<file path="src/rtl/median_kernel_scheduler_pkg.sv">
// Shared definitions for the median kernel scheduler.
//   state_t     : scheduler FSM states (IDLE, ROW, COL, DIAG, OUT)
//   window_t    : 5x5 pixel window [row][col] at the default 8-bit width;
//                 modules with a different DATA_WIDTH declare a local
//                 equivalent of the same shape
//   KERNEL_DIM  : window side length
//   DIAG_ROW/COL: anti-diagonal coordinates, lower-left to upper-right
package median_kernel_scheduler_pkg;

  localparam int unsigned KERNEL_DIM = 5;
  localparam int unsigned PIX_W      = 8;

  typedef enum logic [2:0] {
    IDLE,
    ROW,
    COL,
    DIAG,
    OUT
  } state_t;

  typedef logic [0:KERNEL_DIM-1][0:KERNEL_DIM-1][PIX_W-1:0] window_t;

  localparam int unsigned DIAG_ROW [KERNEL_DIM] = '{4, 3, 2, 1, 0};
  localparam int unsigned DIAG_COL [KERNEL_DIM] = '{0, 1, 2, 3, 4};

endpackage

</file>
<file path="src/rtl/ranging_kernel.sv">
// Line-sorting kernel: sorts each of the five 5-element lines of a window
// in ascending order and presents the result SORT_LATENCY cycles later.
//   i_clk, i_aresetn : clock, asynchronous active-low reset
//   i_lines          : five lines to sort, [line][element]
//   o_lines          : sorted lines, delayed by SORT_LATENCY cycles
// SORT_BY_COLUMN=1 treats the columns of i_lines as the lines instead.
module ranging_kernel
  import median_kernel_scheduler_pkg::*;
#(
  parameter int unsigned DATA_WIDTH     = 8,
  parameter int unsigned SORT_LATENCY   = 3,
  parameter bit          SORT_BY_COLUMN = 1'b0
) (
  input  logic                                                 i_clk,
  input  logic                                                 i_aresetn,
  input  logic [0:KERNEL_DIM-1][0:KERNEL_DIM-1][DATA_WIDTH-1:0] i_lines,
  output logic [0:KERNEL_DIM-1][0:KERNEL_DIM-1][DATA_WIDTH-1:0] o_lines
);

  typedef logic [0:KERNEL_DIM-1][0:KERNEL_DIM-1][DATA_WIDTH-1:0] win_t;

  function automatic win_t transpose(input win_t w);
    win_t t;
    for (int unsigned r = 0; r < KERNEL_DIM; r++)
      for (int unsigned c = 0; c < KERNEL_DIM; c++)
        t[c][r] = w[r][c];
    return t;
  endfunction

  win_t lines_in;
  win_t sorted;
  win_t pipe [SORT_LATENCY];

  assign lines_in = SORT_BY_COLUMN ? transpose(i_lines) : i_lines;

  always_comb begin
    logic [DATA_WIDTH-1:0] tmp;
    tmp    = '0;
    sorted = lines_in;
    for (int unsigned l = 0; l < KERNEL_DIM; l++)
      for (int unsigned p = 0; p < KERNEL_DIM - 1; p++)
        for (int unsigned j = 0; j < KERNEL_DIM - 1 - p; j++)
          if (sorted[l][j] > sorted[l][j+1]) begin
            tmp            = sorted[l][j];
            sorted[l][j]   = sorted[l][j+1];
            sorted[l][j+1] = tmp;
          end
  end

  always_ff @(posedge i_clk or negedge i_aresetn) begin
    if (!i_aresetn) begin
      for (int unsigned i = 0; i < SORT_LATENCY; i++)
        pipe[i] <= '0;
    end else begin
      pipe[0] <= sorted;
      for (int unsigned i = 1; i < SORT_LATENCY; i++)
        pipe[i] <= pipe[i-1];
    end
  end

  assign o_lines = SORT_BY_COLUMN ? transpose(pipe[SORT_LATENCY-1])
                                  : pipe[SORT_LATENCY-1];

endmodule

</file>
<file path="src/rtl/median_kernel_scheduler.sv">
// Approximate 5x5 median: row sort, column sort, then the median of the
// sorted anti-diagonal, time-sharing one ranging_kernel across three passes.
//   i_clk, i_aresetn               : clock, asynchronous active-low reset
//   i_window / i_window_valid      : input window [row][col] and its valid
//   o_window_ready                 : window accepted this cycle
//   o_median / o_median_valid      : result and its valid
//   i_median_ready                 : downstream accepts the result
//   o_busy                         : scheduler not idle
// Optional (macro MEDIAN_KERNEL_SCHEDULER_PERF_CNT_EN):
//   o_perf_windows                 : completed OUT handshakes (wrapping)
//   o_perf_stall                   : OUT cycles with i_median_ready low
module median_kernel_scheduler
  import median_kernel_scheduler_pkg::*;
#(
  parameter int unsigned DATA_WIDTH   = 8,
  parameter int unsigned KERNEL_SIZE  = 5,
  parameter int unsigned SORT_LATENCY = 3
) (
  input  logic                                                 i_clk,
  input  logic                                                 i_aresetn,
  input  logic [0:KERNEL_DIM-1][0:KERNEL_DIM-1][DATA_WIDTH-1:0] i_window,
  input  logic                                                 i_window_valid,
  output logic                                                 o_window_ready,
  output logic [DATA_WIDTH-1:0]                                o_median,
  output logic                                                 o_median_valid,
  input  logic                                                 i_median_ready,
  output logic                                                 o_busy
`ifdef MEDIAN_KERNEL_SCHEDULER_PERF_CNT_EN
  ,
  output logic [31:0]                                          o_perf_windows,
  output logic [31:0]                                          o_perf_stall
`endif
);

  if (KERNEL_SIZE != KERNEL_DIM) begin : g_bad_kernel_size
    $error("median_kernel_scheduler: KERNEL_SIZE must be 5");
  end
  if (SORT_LATENCY < 1 || SORT_LATENCY > 15) begin : g_bad_sort_latency
    $error("median_kernel_scheduler: SORT_LATENCY must be 1..15");
  end

  typedef logic [0:KERNEL_DIM-1][0:KERNEL_DIM-1][DATA_WIDTH-1:0] win_t;

  function automatic win_t transpose(input win_t w);
    win_t t;
    for (int unsigned r = 0; r < KERNEL_DIM; r++)
      for (int unsigned c = 0; c < KERNEL_DIM; c++)
        t[c][r] = w[r][c];
    return t;
  endfunction

  state_t     state;
  state_t     state_nxt;
  logic [3:0] pass_cnt;
  logic       pass_done;
  logic       accept;
  logic       cooldown;
  win_t       work;
  win_t       sort_in;
  win_t       sort_out;

  assign pass_done = (pass_cnt == 4'(SORT_LATENCY));

  // Ready is additionally held low for the single IDLE cycle that follows an
  // OUT handshake, so consecutive windows are always separated by one idle.
  always_comb begin
    state_nxt      = state;
    o_window_ready = (state == IDLE) && !cooldown;
    accept         = o_window_ready && i_window_valid;
    o_median_valid = (state == OUT);
    o_busy         = (state != IDLE);
    case (state)
      IDLE:    if (accept)         state_nxt = ROW;
      ROW:     if (pass_done)      state_nxt = COL;
      COL:     if (pass_done)      state_nxt = DIAG;
      DIAG:    if (pass_done)      state_nxt = OUT;
      OUT:     if (i_median_ready) state_nxt = IDLE;
      default:                     state_nxt = IDLE;
    endcase
  end

  always_ff @(posedge i_clk or negedge i_aresetn) begin
    if (!i_aresetn) begin
      state    <= IDLE;
      pass_cnt <= '0;
      cooldown <= 1'b0;
    end else begin
      state    <= state_nxt;
      cooldown <= (state == OUT) && i_median_ready;
      if (state_nxt != state || state == IDLE || state == OUT)
        pass_cnt <= '0;
      else
        pass_cnt <= pass_cnt + 4'd1;
    end
  end

  // Sorter input depends only on state and the working register, which are
  // both constant for the whole pass.
  always_comb begin
    sort_in = '0;
    case (state)
      ROW:  sort_in = work;
      COL:  sort_in = transpose(work);
      DIAG: begin
        for (int unsigned k = 0; k < KERNEL_DIM; k++)
          sort_in[0][k] = work[DIAG_ROW[k]][DIAG_COL[k]];
      end
      default: sort_in = '0;
    endcase
  end

  ranging_kernel #(
    .DATA_WIDTH     (DATA_WIDTH),
    .SORT_LATENCY   (SORT_LATENCY),
    .SORT_BY_COLUMN (1'b0)
  ) u_ranging_kernel (
    .i_clk     (i_clk),
    .i_aresetn (i_aresetn),
    .i_lines   (sort_in),
    .o_lines   (sort_out)
  );

  always_ff @(posedge i_clk or negedge i_aresetn) begin
    if (!i_aresetn) begin
      work     <= '0;
      o_median <= '0;
    end else begin
      case (state)
        IDLE: if (accept)    work     <= i_window;
        ROW:  if (pass_done) work     <= sort_out;
        COL:  if (pass_done) work     <= transpose(sort_out);
        DIAG: if (pass_done) o_median <= sort_out[0][2];
        default: ;
      endcase
    end
  end

`ifdef MEDIAN_KERNEL_SCHEDULER_PERF_CNT_EN
  always_ff @(posedge i_clk or negedge i_aresetn) begin
    if (!i_aresetn) begin
      o_perf_windows <= '0;
      o_perf_stall   <= '0;
    end else if (state == OUT) begin
      if (i_median_ready) o_perf_windows <= o_perf_windows + 32'd1;
      else                o_perf_stall   <= o_perf_stall + 32'd1;
    end
  end
`endif

endmodule

</file>
<file path="config.mk">
export PLATFORM = sky130hd
export DESIGN_NAME = median_kernel_scheduler
export DESIGN_NICKNAME = d
export VERILOG_FILES = /design/src/rtl/median_kernel_scheduler_pkg.sv /design/src/rtl/ranging_kernel.sv /design/src/rtl/median_kernel_scheduler.sv
export SDC_FILE = /design/constraint.sdc
export NUM_CORES = 2
export LEC_CHECK = 0
export ABC_AREA = 1
export CORE_MARGIN = 8
export CORE_UTILIZATION = 50
export CTS_CLUSTER_SIZE = 12
export DETAILED_ROUTE_END_ITERATION = 7
export GPL_TIMING_DRIVEN = 0
export PLACE_DENSITY = 0.68
export SLEW_MARGIN = 10
export SYNTH_ARGS = -nofsm -noshare
export SYNTH_HDL_FRONTEND = slang
export SYNTH_SLANG_ARGS = --single-unit
</file>
<file path="constraint.sdc">
create_clock -name i_clk -period 12.1 [get_ports i_clk]
set_input_delay 2.42 -clock i_clk [delete_from_list [all_inputs] [get_ports i_clk]]
set_output_delay 2.42 -clock i_clk [all_outputs]
set_load 0.05 [all_outputs]
</file>
==> flow_summary.json <==
{
  "status": "complete, but fails checks",
  "violations": "design-rule violations",
  "drt_iter0_markers": 5315,
  "grt_pass1_vias": 40000,
  "cts_buffers": 90,
  "core_um2": 89900,
  "wirelength_um": 177000,
  "clkLatencyLatePin_ns": 0.69,
  "syn-instance-count": 5617,
  "vias": 42900,
  "grt_overflow_total": 0,
  "ios": 215,
  "critical_path.startpoint": "state[2]",
  "slowest_delay_ns": 0.45,
  "start_util_pct": 50.4,
  "vias_per_cell": 5.95,
  "hold_viol_final": 0,
  "nFillCells": 7973,
  "fin_crit_ns": 11.44,
  "min_period_over_period_pct": 94.5,
  "grt_max_degree": 120,
  "hpwl_um": 136000,
  "nNetsFinal": 6581,
  "cts_tree": "yes",
  "std_cell_rows": 110,
  "finalSetupViolations": 0,
  "dieArea_um2": 100000,
  "tightestPinTransition_ns": 1.41,
  "synthToLayoutAreaGrowth_pct": 20.2,
  "async_flop_share_pct": 100,
  "synth_cell_type_count": 43,
  "postCtsHoldBufs": 0,
  "clock_sinks": 816,
  "critPathSlowestCell": "dfrtp_2",
  "root_buffer": "clkbuf_16",
  "ys_seq_area_share_pct": 45.1,
  "layout_commonest_cell": "nand2_1",
  "clk_path_buf_depth": 3,
  "crit_fanout": 10,
  "worstHoldStart": "u_ranging_kernel.pipe[282]",
  "holdWs_ns": 0.320,
  "stdcell_count": 7217,
  "rrSetupSlack_ns": 0.66,
  "htreeDepth": 3,
  "dr.pass1.iters": 8,
  "ys.flop_type": "dfrtp_1",
  "yosysWarnings": 0,
  "worst-setup-path-type": "flop to flop",
  "busiest_layer": "met2",
  "detail-route-antenna-nets": 0,
  "io_buffer_count": 214,
  "grtUsageMet3_pct": 10.6,
  "pre_cts_ws_ns": -2.18,
  "timing.fmax_mhz": 87.4,
  "worstPathArrival_ns": 11.97,
  "die_h_um": 317,
  "ys_seq_elements": 816,
  "wire_per_inst_um": 24.5,
  "syn_area_per_cell_um2": 8.06,
  "path_clk_slew_ns": 0.06,
  "antenna_found_initial": 6,
  "drv_cap": 0,
  "timing.final.ws_setup_ns": 0.663,
  "synth_edf_count": 0,
  "grt_pass1_wl_um": 254000,
  "rsz0062_at_grt": "yes",
  "drc": 29,
  "antenna_cells": 0,
  "syn_nets": 6216,
  "hp-class": "flop to flop",
  "dp.cells": 7014,
  "cp.required_ns": 12.63,
  "mostFrequentLayoutCells": "nand2_1, dfrtp_1, inv_1",
  "slew_violations": 0,
  "seqCellArea_um2": 20400,
  "multi_input_area_um2": 22700,
  "relSlewSlack_pct": 5.92,
  "netlist_area_um2": 45300,
  "worstSetupStartpointType": "flop",
  "r2r_start": "state[2]",
  "crit_top_cell": "nand2_1",
  "grt_use_met1_pct": 46.5,
  "crit_path_end_kind": "flop",
  "grt_usage_pct": 34.2,
  "clock_skew_ns": 0.0420,
  "use_met2_pct": 49.4,
  "gp_congestion": 1.06,
  "drive_gt1_share_pct": 11.0,
  "dieWidth_um": 317
}
==> metrics by stage <==
stage / utilization, % / area, um2 / setup TNS [ns]
6_report: 60.6 / 54400 / 0
3_3_place_gp: 54.4 / 48900 / -
2_1_floorplan: - / 45300 / 0
4_1_cts: 58.5 / 52600 / -0.00935
5_1_grt: 60.6 / 54400 / -0.663
3_5_place_dp: 54.6 / 49100 / -158.27
==> synth_stat cells, drive strengths merged (2+ instances only) <==
library cell	n	area (um2)
nand2	1337	5080
o21ai	865	4340
dfrtp	816	20400
inv	694	2610
a21oi	401	2010
ha	395	4940
nor2	293	1110
o22ai	250	1560
clkbuf	211	800
o221ai	74	648
buf	63	327
nand3	58	310
a31oi	40	250
nand4	25	156
o211ai	22	165
a211oi	19	143
a32oi	10	87.6
o21a	10	75.1
o31ai	9	67.6
nor4	5	31.3
nand3b	4	30.0
and2	3	18.8
nor3	3	15.0
a21o	2	15.0
clkinv	2	7.51
or2	2	12.5
==> per-layer routing <==
layer	wire [um]	part of all wire, %
met5	27	0.015
met4	10400	5.9
met3	22200	13
met2	72800	41
met1	71400	40
==> kinds of logic after synthesis <==
group,Yosys count,synth area share (%)
flops,816,45.1
buf+inv,970,8.27
compound gates,1705,20.7
xor+xnor,1,0.0194
fa+ha+maj,395,10.9
simple gates,1730,14.9
==> cell type report <==
| class | instances | share of cell area (%) |
|---|---|---|
| Timing Repair Buffer | 273 | 5.02 |
| Timing Repair inverter | 1 | 0.0138 |
| Inverter | 696 | 4.84 |
| Clock buffer | 119 | 4.54 |
| Sequential cell | 816 | 37.5 |
| Clock inverter | 32 | 0.793 |
| Buffer | 273 | 2.86 |
| Multi-Input combinational cell | 3831 | 41.7 |
| Tap cell | 1176 | 2.70 |
==> critical path, delay by kind of cell (launching register included) <==
family	cells	cell delay, ns
simple gates	21	2.09
compound gates	23	3.84
flops	1	0.45
fa+ha+maj	7	2.20
buf+inv	17	2.67
==> registers in the layout, summed over array words and instances (netlist names) <==
name,flops
cooldown,1
o_median,8
pass_cnt,4
state,3
u_ranging_kernel.o_lines,200
u_ranging_kernel.pipe,400
work,200
==> path summary, 6_finish.rpt <==
check / cells past startpoint / to
worst min-delay path: 0 / u_ranging_kernel.o_lines[82]
worst min register to register: 0 / u_ranging_kernel.o_lines[82]
worst max register to register: 68 / u_ranging_kernel.pipe[513]
min in group asynchronous: 1 / u_ranging_kernel.o_lines[17]
max in group asynchronous: 5 / u_ranging_kernel.o_lines[71]
worst max-delay path: 68 / u_ranging_kernel.pipe[513]
==> timing repair <==
item | CTS | global route
pin swaps | 4 | 41
cloned | 0 | 3
endpoints found under the setup margin | 117 | 87
resized for setup | 314 | 704
setup buffers | 3 | 47
Power is not shown: default switching activity piles up to over one toggle a cycle in this logic, so the estimate is an artifact.
